[src/rtl/dice_pe_seq_ctrl.sv]
`default_nettype none
// ============================================================================
// Module : dice_pe_seq_ctrl
// Desc   : Config capture and thread-issue sequencer for a row of DICE PEs.
//          Define DICE_PE_CTRL_PERF_EN to add run/stall performance counters.
// Rev    : 1.0 - initial release
// ============================================================================

module dice_pe_seq_ctrl #(
  parameter int NUM_PE = 4,
  parameter int LAT_W  = 8,
  parameter int IDX_W  = (NUM_PE > 1) ? $clog2(NUM_PE) : 1
) (
  input  logic                 clk,
  input  logic                 rst_n,
  input  logic                 cfg_valid,
  output logic                 cfg_ready,
  input  logic [IDX_W-1:0]     cfg_pe_idx,
  input  logic [31:0]          cfg_opcode,
  input  logic                 cfg_out_sel,
  input  logic                 cfg_last,
  input  logic                 start,
  input  logic [15:0]          num_threads,
  input  logic [LAT_W-1:0]     pipe_lat,
  input  logic                 stall,
  output logic [NUM_PE*32-1:0] pe_opcode,
  output logic [NUM_PE-1:0]    pe_out_sel,
  output logic                 dff_input_mode,
  output logic                 dff_output_mode,
  output logic                 thread_valid,
  output logic [15:0]          thread_id,
  output logic                 busy,
  output logic                 done,
`ifdef DICE_PE_CTRL_PERF_EN
  output logic [31:0]          perf_run_cycles,
  output logic [31:0]          perf_stall_cycles,
`endif
  output logic                 cfg_loaded
);

  localparam logic [1:0] c_IDLE  = 2'd0;
  localparam logic [1:0] c_RUN   = 2'd1;
  localparam logic [1:0] c_DRAIN = 2'd2;
  localparam logic [1:0] c_DONE  = 2'd3;

  logic [1:0]          r_state;
  logic [1:0]          w_next_state;
  logic [NUM_PE*32-1:0] r_opcode;
  logic [NUM_PE-1:0]   r_out_sel;
  logic                r_cfg_loaded;
  logic [15:0]         r_num;
  logic [15:0]         r_issued;
  logic [LAT_W-1:0]    r_lat;
  logic [LAT_W-1:0]    r_cnt;
  logic                r_thread_valid;
  logic [15:0]         r_thread_id;
  logic                r_mode_in;
  logic                r_mode_out;

  logic w_cfg_fire;
  logic w_launch;
  logic w_launch_run;
  logic w_more;
  logic w_issue_run;
  logic w_issue;

  assign w_cfg_fire   = cfg_valid & cfg_ready;
  assign w_launch     = (r_state == c_IDLE) & start & r_cfg_loaded & ~w_cfg_fire;
  assign w_launch_run = w_launch & (num_threads != 16'd0);
  // r_issued counts threads already presented, so it is also the next id
  assign w_more       = (r_issued != r_num);
  assign w_issue_run  = (r_state == c_RUN) & w_more & ~stall;
  assign w_issue      = w_launch_run | w_issue_run;

  always_ff @(posedge clk or negedge rst_n) begin
    if (!rst_n) r_state <= c_IDLE;
    else        r_state <= w_next_state;
  end

  always_comb begin
    w_next_state = r_state;
    case (r_state)
      c_IDLE:  if (w_launch) w_next_state = w_launch_run ? c_RUN : c_DONE;
      c_RUN:   if (!w_more) w_next_state = (r_lat == '0) ? c_DONE : c_DRAIN;
      c_DRAIN: if (r_cnt == LAT_W'(1)) w_next_state = c_DONE;
      default: w_next_state = c_IDLE;
    endcase
  end

  always_comb begin
    cfg_ready = (r_state == c_IDLE);
    busy      = (r_state != c_IDLE);
    done      = (r_state == c_DONE);
  end

  always_ff @(posedge clk or negedge rst_n) begin
    if (!rst_n) begin
      r_opcode     <= '0;
      r_out_sel    <= '0;
      r_cfg_loaded <= 1'b0;
    end else if (w_cfg_fire) begin
      // out-of-range indices match no slot and are silently dropped
      for (int i = 0; i < NUM_PE; i++) begin
        if (cfg_pe_idx == IDX_W'(i)) begin
          r_opcode[32*i +: 32] <= cfg_opcode;
          r_out_sel[i]         <= cfg_out_sel;
        end
      end
      r_cfg_loaded <= cfg_last;
    end
  end

  always_ff @(posedge clk or negedge rst_n) begin
    if (!rst_n) begin
      r_num          <= '0;
      r_issued       <= '0;
      r_lat          <= '0;
      r_cnt          <= '0;
      r_thread_valid <= 1'b0;
      r_thread_id    <= '0;
      r_mode_in      <= 1'b0;
      r_mode_out     <= 1'b0;
    end else begin
      r_thread_valid <= w_issue;
      r_mode_in      <= r_mode_in ^ w_issue;
      r_mode_out     <= r_mode_in;
      if (w_launch) begin
        r_num    <= num_threads;
        r_lat    <= pipe_lat;
        r_issued <= w_launch_run ? 16'd1 : 16'd0;
        if (w_launch_run) r_thread_id <= '0;
      end else if (w_issue_run) begin
        r_thread_id <= r_issued;
        r_issued    <= r_issued + 16'd1;
      end
      if ((r_state == c_RUN) && !w_more) r_cnt <= r_lat;
      else if (r_state == c_DRAIN)       r_cnt <= r_cnt - LAT_W'(1);
    end
  end

`ifdef DICE_PE_CTRL_PERF_EN
  logic [31:0] r_perf_run;
  logic [31:0] r_perf_stall;

  always_ff @(posedge clk or negedge rst_n) begin
    if (!rst_n) begin
      r_perf_run   <= '0;
      r_perf_stall <= '0;
    end else if (w_launch) begin
      r_perf_run   <= '0;
      r_perf_stall <= '0;
    end else begin
      if (busy && (r_perf_run != '1)) r_perf_run <= r_perf_run + 32'd1;
      if ((r_state == c_RUN) && w_more && stall && (r_perf_stall != '1))
        r_perf_stall <= r_perf_stall + 32'd1;
    end
  end

  assign perf_run_cycles   = r_perf_run;
  assign perf_stall_cycles = r_perf_stall;
`endif

  assign pe_opcode       = r_opcode;
  assign pe_out_sel      = r_out_sel;
  assign cfg_loaded      = r_cfg_loaded;
  assign thread_valid    = r_thread_valid;
  assign thread_id       = r_thread_id;
  assign dff_input_mode  = r_mode_in;
  assign dff_output_mode = r_mode_out;

endmodule

`default_nettype wire

[config.mk]
export PLATFORM = sky130hd
export DESIGN_NAME = dice_pe_seq_ctrl
export DESIGN_NICKNAME = d
export VERILOG_FILES = /design/src/rtl/dice_pe_seq_ctrl.sv
export SDC_FILE = /design/constraint.sdc
export NUM_CORES = 1
export LEC_CHECK = 0
export CAP_MARGIN = 20
export CORE_AREA = 8 8 204 109
export DETAILED_ROUTE_END_ITERATION = 16
export DIE_AREA = 0 0 212 117
export GPL_ROUTABILITY_DRIVEN = 0
export PLACE_DENSITY = 0.73
export SYNTH_ARGS = -nofsm -noshare
export SYNTH_HDL_FRONTEND = slang
export SYNTH_SLANG_ARGS = --single-unit
[constraint.sdc]
create_clock -name clk -period 2.46 [get_ports clk]
set_clock_uncertainty 0.1 [all_clocks]
set_input_delay 0.246 -clock clk [delete_from_list [all_inputs] [get_ports clk]]
set_output_delay 0.246 -clock clk [all_outputs]
set_load 0.02 [all_outputs]
==> impl_metrics.tcl <==
set metrics [dict create \
    synth_edf_count 0 \
    numClockSinks 202 \
    drt-total-wl_mm 23.6 \
    min_period_ps 2370 \
    hpwl_mm 16.9 \
    port_buffers 219 \
    setup_tns_ps 0 \
    netlist_area_mm2 0.00847 \
    worst_pin_slew_ps 557 \
    wl_per_cell_um 20.3 \
    cellPowerDensity_mw_per_mm2 561 \
    drt_iter0_markers 420 \
    firstDrtPassIters 5 \
    die_h_um 117 \
    synth_top_family_by_area "multiplexers" \
    grt_usage_pct 18.8 \
    synth_top_area_share_pct 59.7 \
    fin_cells 1164 \
    yosysWarnings 0 \
    synth.area.mux_share_pct 22.0 \
    grt_pass1_wl_mm 36.5 \
    crit_type "reg -> reg" \
    dpl-instance-area_mm2 0.0112 \
    synth_compound_area_share_pct 2.17 \
    setup_violations 0 \
    num-fill-cells 1583 \
    final_util_pct 60.3 \
    syn_avg_cell_area_um2 13.3 \
    synthAdderAreaFrac_pct 1.03 \
    vdd_drop_max_uv 543 \
    antenna_found_initial 0 \
    fin_nets 951 \
    status "complete, no violations" \
    cp-end-kind "register" \
    hold_path_depth 3 \
    async_reset_ff_share_pct 100 \
    grt_pass1_vias 6150 \
    crit_path_max_fanout 16 \
    syn_to_final_growth_pct 40.1 \
    die-area_mm2 0.0248 \
    ys_seq_area_share_pct 59.7 \
    slew_violations 0 \
    antenna-diode-count 0 \
    synth_common_cells "dfrtp_1, mux2_2, nand2_1" \
    synth.area.top_cells "dfrtp_1, mux2_2, nand2_1" \
    cp-start-kind "register" \
    reg2regPathDepth 6 \
    ys.flop_type "dfrtp_1" \
    rsz0062_at_grt "false" \
    synthSimpleGateAreaFrac_pct 10.7 \
    insertion_delay_ps 490 \
    syn_nets 708 \
    vias 5983 \
    rows 37 \
    fin_crit_sh_pct 96.3 \
    cts_buffer_depth 3 \
    dp_cells 1130 \
    fmax_ghz 0.422 \
    yosysMostFrequentCell "dfrtp_1" \
    drive_gt1_share_pct 26.0 \
    fin_area_mm2 0.0119 \
    ys_seq_elements 202 \
    yosys.area.top_type "dfrtp_1" \
    cts.clk_slew.worst_paths_ps 70 \
    vias_per_cell 5.14 \
    whs_ps 185 \
    gr-total-overflow 0 \
    yosys.cell_types.count 42 \
    dieWidth_um 212 \
    cts_tree "yes" \
    cts-htree-levels 1 \
    ant_nets 0 \
    required_ps 2730 \
    clockRootBuffer "clkbuf_16" \
    holdCritPathClass "in -> reg" \
    max_cap_violations 0 \
    grt_max_degree 68 \
    synthXorXnorAreaFrac_pct 2.48 \
    io-pin-count 220 \
    p_leak_nw 5.69 \
    numCtsBuffers 19 \
    arrival_ps 2630 \
    drc 0 \
    core_area_mm2 0.0197 \
    finalHoldViolations 0 \
    postSynthCellCount 636 \
    relSlewSlack_pct 62.9 \
    start_util_pct 43.1 \
]
final timing paths:
kind,startpoint,to,slack (ps)
max,r_issued[3],thread_id[10],90
min reg2reg,dff_input_mode,dff_output_mode,360
max reg2reg,r_issued[3],thread_id[10],90
max in group asynchronous,rst_n,pe_opcode[7],1330
min in group asynchronous,rst_n,pe_opcode[55],230
min,pipe_lat[5],r_lat[5],180
sequential cells by signal, indices dropped and copies added, names as in the netlist, 2 cells and up:
name / flops
pe_out_sel: 4
thread_id: 16
r_state: 2
r_cnt: 8
pe_opcode: 128
r_num: 16
r_issued: 16
r_lat: 8
routing by layer:
layer | wire (µm) | share of wire, % | global-route usage [%]
met3 | 2270 | 9.6 | 6.75
met4 | 287 | 1.2 | 2.86
met2 | 10000 | 42 | 27.4
met5 | 0 | 0 | 0
met1 | 11000 | 47 | 27.0
power by group:
group | internal, mW | leakage, nW | total (mW) | switching, mW
logic | 0.105 | 2.58 | 0.219 | 0.113
clock network | 1.84 | 0.323 | 3.13 | 1.29
registers | 3.32 | 2.79 | 3.32 | 0
total | 5.26 | 5.69 | 6.67 | 1.40
per-stage QoR:
step,setup slack [ps],power [mW]
after floorplan,95.9,3.39
after global placement,169,3.60
after detailed placement,177,3.60
after CTS,121,6.75
after global routing,1.88,6.92
final,90.5,6.67
worst max-delay path, cell delays in order (launching register included):
cell and delay, ps:
dfrtp_1 470, xnor2_1 330, nand4_1 190, nor4_4 490, nor3_2 90, buf_4 250
mux2_4 320
layout make-up:
class | count | area, µm² | share of cell area [%]
flip-flops and latches | 202 | 5050 | 42.6
multi-input cells | 397 | 3260 | 27.5
repair buffers | 253 | 2530 | 21.3
clock buffers | 22 | 517 | 4.35
well taps | 273 | 342 | 2.88
clock inverters | 11 | 150 | 1.26
inverters | 6 | 22.5 | 0.190
kinds of logic after synthesis:
group	count (synthesis)
adders and majority gates	7
DFF	202
xor gates and xnor gates	24
and+or+nand+nor	176
buffers and inverters	37
muxes	160
AOI/OAI and AO/OA	30
layout by cell type (no fill, tap or decap), types with 10 or more instances in the layout:
cell type,synthesis,final
dfrtp_1,202,202
nor2b_1,17,17
nand4_1,10,10
mux2_4,18,18
mux2_2,140,140
buf_4,2,27
a21oi_1,10,10
clkdlybuf4s50_1,0,217
clkbuf_16,0,19
xnor2_1,19,19
nand2_1,90,89
repair_timing:
item / CTS / global route
hold endpoints to repair: 62 / 0
hold buffers: 1 / 0
endpoints found under the setup margin: 1 / 0
buffers inserted: 0 / 0
resized for setup: 1 / 0
Note: power is estimated with default switching activity, not from simulation.
